File: src/rtl/sdram_arb.sv
// sdram_arb: three-port arbiter in front of the sram controller command port.
// Fixed priority 0 > 1 > 2 with a starvation override for port 2 and a ready timeout.
module sdram_arb #(
  parameter int unsigned AW      = 25,
  parameter int unsigned DW      = 16,
  parameter int unsigned TIMEOUT = 255,
  parameter int unsigned STARVE  = 16
) (
  input  logic            clk,
  input  logic            reset_n,
  input  logic [2:0]      req,
  input  logic [3*AW-1:0] addr_in,
  input  logic [3*DW-1:0] din_in,
  input  logic [2:0]      we_in,
  input  logic [5:0]      wtbt_in,
  output logic [2:0]      ack,
  output logic            err,
  output logic [DW-1:0]   dout,
  output logic            busy,
  output logic [1:0]      grant_id,
  output logic [AW-1:0]   ram_addr,
  output logic [DW-1:0]   ram_din,
  output logic [1:0]      ram_wtbt,
  output logic            ram_rd,
  output logic            ram_we,
  input  logic [DW-1:0]   ram_dout,
  input  logic            ram_ready
);

  typedef enum logic [1:0] {ST_IDLE, ST_ISSUE, ST_WAIT} state_t;

  localparam logic [7:0] STARVE_LIM = 8'(STARVE);
  localparam logic [7:0] WAIT_LAST  = 8'(TIMEOUT - 1);

  state_t          r_state, w_state_nxt;
  logic [7:0]      r_wait_cnt, r_starve_cnt;
  logic            r_we;
  logic [2:0]      r_ack;
  logic            r_err;
  logic [DW-1:0]   r_dout;
  logic [1:0]      r_grant;
  logic [AW-1:0]   r_addr;
  logic [DW-1:0]   r_din;
  logic [1:0]      r_wtbt;
  logic            r_rd_stb, r_we_stb;

  logic [2:0]      w_elig;
  logic            w_grant;
  logic [1:0]      w_win;
  logic [AW-1:0]   w_addr;
  logic [DW-1:0]   w_din;
  logic [1:0]      w_wtbt;
  logic            w_we;
  logic            w_done, w_tmo;
  logic [2:0]      w_ack_vec;

  always_ff @(posedge clk or negedge reset_n) begin
    if (!reset_n) r_state <= ST_IDLE;
    else          r_state <= w_state_nxt;
  end

  always_comb begin
    w_elig      = req & ~r_ack;
    w_grant     = 1'b0;
    w_win       = 2'd2;
    w_done      = 1'b0;
    w_tmo       = 1'b0;
    w_state_nxt = r_state;
    w_ack_vec   = '0;

    // A port acked this cycle is masked so a held req is not serviced twice.
    if (w_elig[2] && (r_starve_cnt >= STARVE_LIM)) w_win = 2'd2;
    else if (w_elig[0])                            w_win = 2'd0;
    else if (w_elig[1])                            w_win = 2'd1;

    case (w_win)
      2'd0: begin
        w_addr = addr_in[0*AW +: AW]; w_din = din_in[0*DW +: DW];
        w_wtbt = wtbt_in[1:0];        w_we  = we_in[0];
      end
      2'd1: begin
        w_addr = addr_in[1*AW +: AW]; w_din = din_in[1*DW +: DW];
        w_wtbt = wtbt_in[3:2];        w_we  = we_in[1];
      end
      default: begin
        w_addr = addr_in[2*AW +: AW]; w_din = din_in[2*DW +: DW];
        w_wtbt = wtbt_in[5:4];        w_we  = we_in[2];
      end
    endcase

    case (r_grant)
      2'd0:    w_ack_vec = 3'b001;
      2'd1:    w_ack_vec = 3'b010;
      2'd2:    w_ack_vec = 3'b100;
      default: w_ack_vec = 3'b000;
    endcase

    case (r_state)
      ST_IDLE: begin
        if (|w_elig) begin
          w_grant     = 1'b1;
          w_state_nxt = ST_ISSUE;
        end
      end
      ST_ISSUE: w_state_nxt = ST_WAIT;
      ST_WAIT: begin
        if (ram_ready) begin
          w_done      = 1'b1;
          w_state_nxt = ST_IDLE;
        end else if (r_wait_cnt == WAIT_LAST) begin
          w_tmo       = 1'b1;
          w_state_nxt = ST_IDLE;
        end
      end
      default: w_state_nxt = ST_IDLE;
    endcase
  end

  always_ff @(posedge clk or negedge reset_n) begin
    if (!reset_n) begin
      r_wait_cnt   <= '0;
      r_starve_cnt <= '0;
      r_we         <= 1'b0;
      r_ack        <= '0;
      r_err        <= 1'b0;
      r_dout       <= '0;
      r_grant      <= 2'd3;
      r_addr       <= '0;
      r_din        <= '0;
      r_wtbt       <= '0;
      r_rd_stb     <= 1'b0;
      r_we_stb     <= 1'b0;
    end else begin
      r_ack    <= '0;
      r_err    <= 1'b0;
      r_rd_stb <= 1'b0;
      r_we_stb <= 1'b0;

      if (w_grant) begin
        r_addr   <= w_addr;
        r_din    <= w_din;
        r_wtbt   <= w_wtbt;
        r_we     <= w_we;
        r_grant  <= w_win;
        r_rd_stb <= ~w_we;
        r_we_stb <= w_we;
      end

      if (r_state == ST_ISSUE)     r_wait_cnt <= '0;
      else if (r_state == ST_WAIT) r_wait_cnt <= r_wait_cnt + 8'd1;

      if (w_done || w_tmo) begin
        r_ack   <= w_ack_vec;
        r_err   <= w_tmo;
        r_grant <= 2'd3;
      end

      if (w_done && !r_we) r_dout <= ram_dout;
      else if (w_tmo)      r_dout <= '0;

      if (!req[2])               r_starve_cnt <= '0;
      else if (w_grant) begin
        if (w_win == 2'd2)             r_starve_cnt <= '0;
        else if (r_starve_cnt != '1)   r_starve_cnt <= r_starve_cnt + 8'd1;
      end
    end
  end

  assign ack      = r_ack;
  assign err      = r_err;
  assign dout     = r_dout;
  assign busy     = (r_state != ST_IDLE);
  assign grant_id = r_grant;
  assign ram_addr = r_addr;
  assign ram_din  = r_din;
  assign ram_wtbt = r_wtbt;
  assign ram_rd   = r_rd_stb;
  assign ram_we   = r_we_stb;

endmodule

File: config.mk
export PLATFORM = sky130hd
export DESIGN_NAME = sdram_arb
export DESIGN_NICKNAME = d
export VERILOG_FILES = /design/src/rtl/sdram_arb.sv
export SDC_FILE = /design/constraint.sdc
export NUM_CORES = 1
export LEC_CHECK = 0
export CAP_MARGIN = 30
export CORE_ASPECT_RATIO = 2
export CORE_MARGIN = 2
export CORE_UTILIZATION = 30
export DETAILED_ROUTE_END_ITERATION = 10
export PLACE_DENSITY = 0.68
export SLEW_MARGIN = 10
export SYNTH_ARGS = -nofsm -noshare
export SYNTH_HDL_FRONTEND = slang
export SYNTH_SLANG_ARGS = --single-unit
File: constraint.sdc
create_clock -name clk -period 4.1 [get_ports clk]
set_clock_uncertainty 0.05 [all_clocks]
set_input_delay 0.615 -clock clk [delete_from_list [all_inputs] [get_ports clk]]
set_output_delay 0.615 -clock clk [all_outputs]
set_load 0.03 [all_outputs]
Yosys cells after proc, flatten, opt, wreduce, memory -nomap -nowiden
Index checks and enable logic that the tools add are counted.
Operators by class
  $add $sub $neg: 2
  order comparisons: 1
  equality and inequality tests: 12
  multiplexer cells: 33
  bitwise gates (word level): 3
  reduce and logical (&&, ||, !) cells: 14
Operator list (count)
  $pmux W25 S2: 1
  $mux W8: 6
  $mux W16: 2
  $pmux W16 S2: 1
  $add A8 B1 Y8 const B: 2
  $mux W2: 8
  $mux W1: 10
  $pmux W3 S3: 1
  $eq A8 B8 Y1 const B: 1
  $ge A8 B5 Y1 const B: 1
  $ne A8 B8 Y1 const B: 1
  $reduce_bool A2 Y1: 4
  $eq A2 B1 Y1 const B: 3
  $eq A2 B2 Y1 const B: 3
  $logic_not A2 Y1: 3
  $pmux W2 S3: 1
  $pmux W2 S2: 1
  $reduce_and A2 Y1: 2
  $and A3 B3 Y3: 1
  $mux W3: 1
  $ne A3 B1 Y1 const B: 1
  $ne A3 B3 Y1 const B: 1
  $not A3 Y3: 1
  $reduce_or A3 Y1: 1
  other kinds (7): 8
Storage, ports and cells
  bits in registers: 86
  input bits: 154
  output and inout bits: 68
  logic and storage cells: 78

Longest topological paths before layout
Gate-level depths: netlist of the first run.
  depth in word-level cells: 9
  mapped depth: 8
  mapped depth without buffers: 6

Worst setup path after synthesis of the first run
No wires, ideal clock.
  path type: register to register
  from: register r_ack[0] (netlist: ack[0])
  to: register r_starve_cnt[7]
  setup time: 0.147 ns
  arrival time: 1.747 ns
  required time: 3.903 ns
  path slack: 2.156 ns
  cell stages (with the launch flop): 8
  buffers on the path: 3
  period minus slack after synthesis: 1.944 ns
  cell sequence: dfrtp_1 clkbuf_1 nand2b_1 buf_2 a31o_2 buf_2 a2bb2oi_1 o221ai_1
Between the ends
  longest elaborated chain between the ends: 8
  elaborated cells on any way between the ends: 14
  classes of those cells: 3 x eq/ne; 7 x mux; 2 x bitwise; 2 x reduce/logical
Ends and longest elaborated chain
  start, declared: RTL line 38  | logic [2:0] r_ack;
  start signal, assigned: RTL line 153  | r_ack <= w_ack_vec;
  $not A3 Y3 (*): RTL line 63  | w_elig = req & ~r_ack;
  $and A3 B3 Y3 (*): RTL line 63
  $mux W2: RTL line 73  | else if (w_elig[0]) w_win = 2'd0;
  $mux W2: RTL line 72  | if (w_elig[2] && (r_starve_cnt >= STARVE_LIM)) w_win = 2'd2;
  $eq A2 B2 Y1: RTL line 163  | if (w_win == 2'd2) r_starve_cnt <= '0;
  $mux W8: RTL line 163
  $mux W8: RTL line 162  | else if (w_grant) begin
  $mux W8: RTL line 161  | if (!req[2]) r_starve_cnt <= '0;
  end signal, assigned: RTL line 164  | else if (r_starve_cnt != '1) r_starve_cnt <= r_starve_cnt + 8'd1;
  end, declared: RTL line 36  | logic [7:0] r_wait_cnt, r_starve_cnt;
Mark *: on every way between the ends. The rest lies on a longest branch, timed or not. The select of a mux whose other input is x is not followed.
A chain may end at the register's enable or synchronous reset.

Final worst setup path of the first run
  from: register r_state[0]
  to: output port busy
Between the ends
  longest elaborated chain between the ends: 1
Ends and longest elaborated chain
  start, declared: RTL line 35  | state_t r_state, w_state_nxt;
  start signal, assigned: RTL line 59  | else r_state <= w_state_nxt;
  $reduce_bool A2 Y1: RTL line 172  | assign busy = (r_state != ST_IDLE);
  end, declared: RTL line 19  | output logic busy,
No other way between the ends.

==> impl_metrics.ini, run 1 <==
[clock_tree]
cts_setup_buffers = 0
hold_buffers = 0
clock_latency_ns = 0.34
cts_buffers = 9
cts_tree = yes
clock-sinks = 86
ctsResizeCount = 0
htreeDepth = 3
cts_buffer_depth = 2
clk_pin_slew_ns = 0.07
cts_root_buffer = clkbuf_16

[synthesis]
synth_area_leaders = dfrtp_1 (45%), nor3b_1 (6.7%), a31oi_1 (5.7%), o21ai_0 (5.7%), o22ai_1 (5.6%)
synth_warnings = 0
synth_cell_types = 46
synth-xor-area-share_pct = 0.748
synth_fa_ha_area_share_pct = 2.14
post-synth-top-count-cell = dfrtp_1
synthMuxAreaShare_pct = 1.12
synth-main-ff-cell = dfrtp_1
postSynthRegisterBits = 86
synth_top_cell_by_area = dfrtp_1
syn_inst = 527
synth-edff-count = 0
synth_compound_area_share_pct = 24.5
synth_simple_gate_area_share_pct = 17.5
synth_top_family_by_area = compound AO/OA/AOI/OAI gates
synth_top_area_share_pct = 44.9
syn-num-nets = 689
ys_seq_area_share_pct = 46.0
syn_avg_cell_area_um2 = 8.89
synth_common_cells = dfrtp_1 (84), nand2_1 (55), o21ai_0 (53)
netlist_area_um2 = 4690
async_reset_ff_share_pct = 100

[sta]
hold_ws_ns = 0.0558
clock.fmax_mhz = 360
rsz0062_at_grt = false
setup_tns_ns = 0
hold_viol = 0
setup_viol = 0
fin_crit_sh_pct = 67.7
finalCriticalPeriod_ns = 2.78
maxSlewViolCount = 0
worst_pin_slew_ns = 0.835
max-slew-margin-rel_pct = 44.1

[pwr]
internal-power_mw = 2.70
p_clk_share_pct = 17.6
comb_power_share_pct = 51.8
sw_frac_of_total_pct = 42.9
ir_worst_vdd_v = 0.000291
power.leakage_nw = 3.09
powerDensity_nw_per_um2 = 638
seqPwrFrac_pct = 30.6
power_mw = 4.73
p_switching_mw = 2.03

[placed_design]
place_hpwl_um = 12800
gp_congestion = 0.880
io_buffers = 221

[worst_setup_path]
r2r_cells = 5
r2r_end = ram_wtbt[0]$_DFFE_PN0P_
path_class = reg -> out
cp.required_ns = 3.43
ff2ff_setup_slack_ns = 1.67
cp-end-kind = output pin
critPathLaunch = r_state[0]$_DFFE_PN0P_
startpoint_type = register
critical_path.max_fanout = 11
cp.arrival_ns = 2.11
reg2reg_from = r_starve_cnt[6]$_DFFE_PN0P_
cp-endpoint = busy

[flow_run]
drv_cap = 0

[worst_hold_path]
min_path_type = in -> async

[die]
dieArea_um2 = 16700
die_w_um = 92.4
rows = 64
core-area_um2 = 15300
ioPinCount = 222
dieHeight_um = 181
initial_core_util_pct = 30.6

[status]
status = finished clean

[cells_and_area]
layout.nets = 890
area_growth_pct = 58.1
fill_cells = 1427
drive_above_1_share_pct = 5.73
multi_input_area_um2 = 2180
antenna-diode-count = 0
regArea_um2 = 2150

[drt]
antenna_left = 0
wl_per_cell_um = 18.3
drcViolationCount = 0
post_drt_via_cell_ratio = 5.21
drtPass1Iterations = 4
wl_um = 17000
num_vias = 4854
drt_iter0_drc = 217

[global_routing]
grt_usage_pct = 20.1
grt_max_degree = 73
overflow = 0
antenna_found_initial = 0
grt_pass1_vias = 5090
grt_pass1_wl_um = 26500
==> metal layers <==
layer	track usage, %	vias up	part of all wire, %
met5	0	-	0
met4	8.72	0	3.9
met2	37.8	189	55
li1	-	2299	-
met3	3.04	38	4.4
met1	21.7	2328	37
==> cells in the final DEF (no fill, tap or decap), types with 8 or more instances in the layout <==
master	n
nand2_1	55
nand2b_1	9
dfrtp_1	84
buf_4	13
o21ai_0	53
a21oi_1	8
clkdlybuf4s50_1	220
o22ai_1	42
inv_1	52
a22o_1	17
clkbuf_16	9
ha_1	8
nor3b_1	42
a31oi_1	43
==> registers in the layout (all words and copies together) (netlist names) <==
signal and cells:
ram_addr 25, dout 16, ram_din 16, r_starve_cnt 8, r_wait_cnt 8, ack 3
grant_id 2, r_state 2, ram_wtbt 2, err 1, r_we 1, ram_rd 1
ram_we 1
==> power groups by stage <==
stage          Sequential (mW)  Clock, mW  Combinational [mW]
6_report                  1.45      0.831                2.45
5_1_grt                   1.49      0.887                2.63
4_1_cts                   1.45      0.851                2.46
3_5_place_dp              1.46          0                2.45
3_3_place_gp              1.44          0                2.41
2_1_floorplan             2.02          0               0.784
==> critical path: stages (launching register included) <==
cell,delay [ns]
dfrtp_1,0.41
inv_1,0.11
ha_1,0.42
inv_1,0.20
clkdlybuf4s50_1,0.63
==> worst min path at each step <==
stage	endpoint	startpoint	slack, ns	cells past startpoint
after floorplan	ack[0]$_DFF_PN0_	reset_n	0.27	0
after global placement	ram_addr[0]$_DFFE_PN0P_	ram_addr[0]$_DFFE_PN0P_	0.41	2
after detailed placement	ram_addr[13]$_DFFE_PN0P_	ram_addr[13]$_DFFE_PN0P_	0.42	2
after CTS	dout[5]$_DFFE_PN0P_	reset_n	0.42	1
after global routing	dout[0]$_DFFE_PN0P_	reset_n	0.05	1
final	dout[5]$_DFFE_PN0P_	reset_n	0.06	1
==> stage by stage <==
stage               instance area (µm²)  util (%)  setup WS, ns  std cells
CTS                                7370      48.2          1.32        929
detailed placement                 7070      46.3          1.14        913
global placement                   7070      46.3          1.22        913
finish                             7410      48.4          1.32        931
global route                       7410      48.4          1.20        931
floorplan                          4690         -          2.16        527
==> logic make-up after synthesis <==
family	Yosys count
buffers and inverters	96
multiplexers	5
adder cells (fa/ha/maj)	8
XOR/XNOR	4
AND/OR/NAND/NOR	146
AO/OA/AOI/OAI	182
flip-flops	86
==> area by class of cell <==
cell class              count  area share (%)
repair buffers            234            31.4
flip-flops and latches     86            29.1
inverters                  52            2.63
well taps                 198            3.34
clock buffers              10            3.09
multi-input cells         345            29.5
clock inverters             6           0.946
Note: power is estimated with default switching activity, not from simulation.
==> run 2, diff against run 1 <==
- clock period: 4.1 -> 2.6 ns (I/O delays scaled with it)
==> run 2 against run 1 <==
Against the previous run: sequential power is 56% higher; final cell count is 0.86% higher; sequential share of layout area fell by 0.27 points; total power increased by 57%; routed wire length shrank 1.2%; critical path depth is the same; combinational power increased by 60%; first-iteration DRC count shrank 1.4%; global-route usage decreased by 0.12 points; non-clock buffer count rose by 7; setup slack worse by 1.1 ns; register-to-register slack got worse by 1.1 ns; critical path type unchanged; largest power group unchanged.
==> impl_metrics.ini, run 2 (synthesis results as in run 1) <==
[drt]
num_vias = 4876
drt_iter0_drc = 214
wl_um = 16800
drtPass1Iterations = 4
antenna_left = 0
post_drt_via_cell_ratio = 5.19
wl_per_cell_um = 17.9
drcViolationCount = 0

[sta]
fin_crit_sh_pct = 90.1
maxSlewViolCount = 0
worst_pin_slew_ns = 0.536
setup_tns_ns = 0
clock.fmax_mhz = 427
setup_viol = 0
rsz0062_at_grt = false
max-slew-margin-rel_pct = 63.9
hold_viol = 0
finalCriticalPeriod_ns = 2.34

[placed_design]
place_hpwl_um = 13300
gp_congestion = 0.911
io_buffers = 221

[worst_setup_path]
cpMostUsedCell = inv_1
cp.arrival_ns = 1.90
cp-end-kind = output pin
crit_family = buffers and inverters
critPathMaxStageDelay_ns = 0.71
path_class = reg -> out
startpoint_type = register
crit_chain = inv_1, ha_1, inv_1, clkdlybuf4s50_1
cp.required_ns = 2.16
cp.buffers_inverters = 3
crit_slowest_cell = clkdlybuf4s50_1
critical_path.max_fanout = 5

[clock_tree]
cts_buffer_depth = 2
htreeDepth = 3
clock-sinks = 86
cts_buffers = 9
clk_pin_slew_ns = 0.06
clock_latency_ns = 0.33
cts_setup_buffers = 0
cts_tree = yes
cts_root_buffer = clkbuf_16

[cells_and_area]
final_common_cell = clkdlybuf4s50_1
largest_reg_flops = 25
final_cell_mix = clkdlybuf4s50_1 (220), dfrtp_1 (84), nand2_1 (55)
fill_cells = 1423
drive_above_1_share_pct = 6.36
layout.nets = 897
area_growth_pct = 59.6

[pwr]
powerDensity_nw_per_um2 = 996
ir_worst_vdd_v = 0.000439
power_mw = 7.44
power.leakage_nw = 3.14

[die]
core-area_um2 = 15300
dieArea_um2 = 16700
dieHeight_um = 181
rows = 64
die_w_um = 92.4
ioPinCount = 222
initial_core_util_pct = 30.6

[status]
status = finished clean

[global_routing]
overflow = 0
grt_pass1_wl_um = 25900
grt_pass1_vias = 4945
antenna_found_initial = 2
grt_usage_pct = 20.0
grt_max_degree = 56

[worst_hold_path]
min_path_type = reg -> reg

[flow_run]
drv_cap = 0
==> run 2: cell count changes in the layout (fill, tap and decap cells not counted), sizes merged <==
cell         delta
buf             +6
clkinv          +2
clkinvlp        -2
diode           +2
inv             -2
clkbuf          +1
dlygate4sd3     +1
==> run 2: worst register-to-register path: stages, from the launching register on <==
cell	delay [ns]
dfrtp_1	0.47
nor4_4	0.52
o221ai_2	0.27
or4_1	0.54
o221ai_1	0.08
==> run 2: through the flow <==
stage,util [%],instances,area (µm²),setup WS (ns),hold WS (ns)
final,48.9,939,7480,0.258,0.428
after floorplan,-,527,4690,0.656,0.0444
after global routing,48.9,939,7480,0.177,0.446
after CTS,48.8,936,7460,0.236,0.433
after global placement,46.8,920,7160,0.399,0.340
after detailed placement,46.8,920,7160,0.320,0.345
==> run 2: cell type report <==
class / instances / area (µm²) / area share (%)
antenna: 2 / 5.00 / 0.0669
clock inverter: 4 / 47.5 / 0.636
clock buffer: 11 / 243 / 3.25
tap: 198 / 248 / 3.31
timing repair buffer: 241 / 2400 / 32.1
multi-input combinational: 345 / 2180 / 29.2
sequential: 86 / 2150 / 28.8
inverter: 52 / 195 / 2.61
==> run 2: final timing paths <==
check,slack [ns],from,cells after the start,endpoint
max in group asynchronous,1.30,reset_n,3,grant_id[0]$_DFFE_PN1P_
max,0.26,r_state[0]$_DFFE_PN0P_,4,busy
min reg2reg,0.43,ram_din[9]$_DFFE_PN0P_,2,ram_din[9]$_DFFE_PN0P_
min in group asynchronous,0.51,reset_n,2,dout[12]$_DFFE_PN0P_
min,0.43,ram_din[9]$_DFFE_PN0P_,2,ram_din[9]$_DFFE_PN0P_
max reg2reg,0.58,r_starve_cnt[6]$_DFFE_PN0P_,4,r_starve_cnt[3]$_DFFE_PN0P_
==> run 2: routing by layer <==
layer / wire length, µm / global-route usage [%] / vias up
met4: 874 / 12.2 / 0
li1: - / - / 2312
met5: 0 / 0 / -
met1: 5950 / 20.7 / 2316
met2: 9270 / 36.8 / 200
met3: 751 / 2.92 / 48
==> run 2: power breakdown <==
group	switching, mW	total, mW	leakage, nW	internal [mW]
clock	0.506	1.27	0.141	0.762
sequential	0.353	2.26	1.08	1.91
combinational	2.29	3.91	1.92	1.62
total	3.15	7.44	3.14	4.30
==> run 2: repair_timing <==
| item | CTS | global route |
|---|---|---|
| resized for setup | 0 | 0 |
| endpoints found under the hold margin | 37 | 0 |
| hold buffers | 1 | 0 |
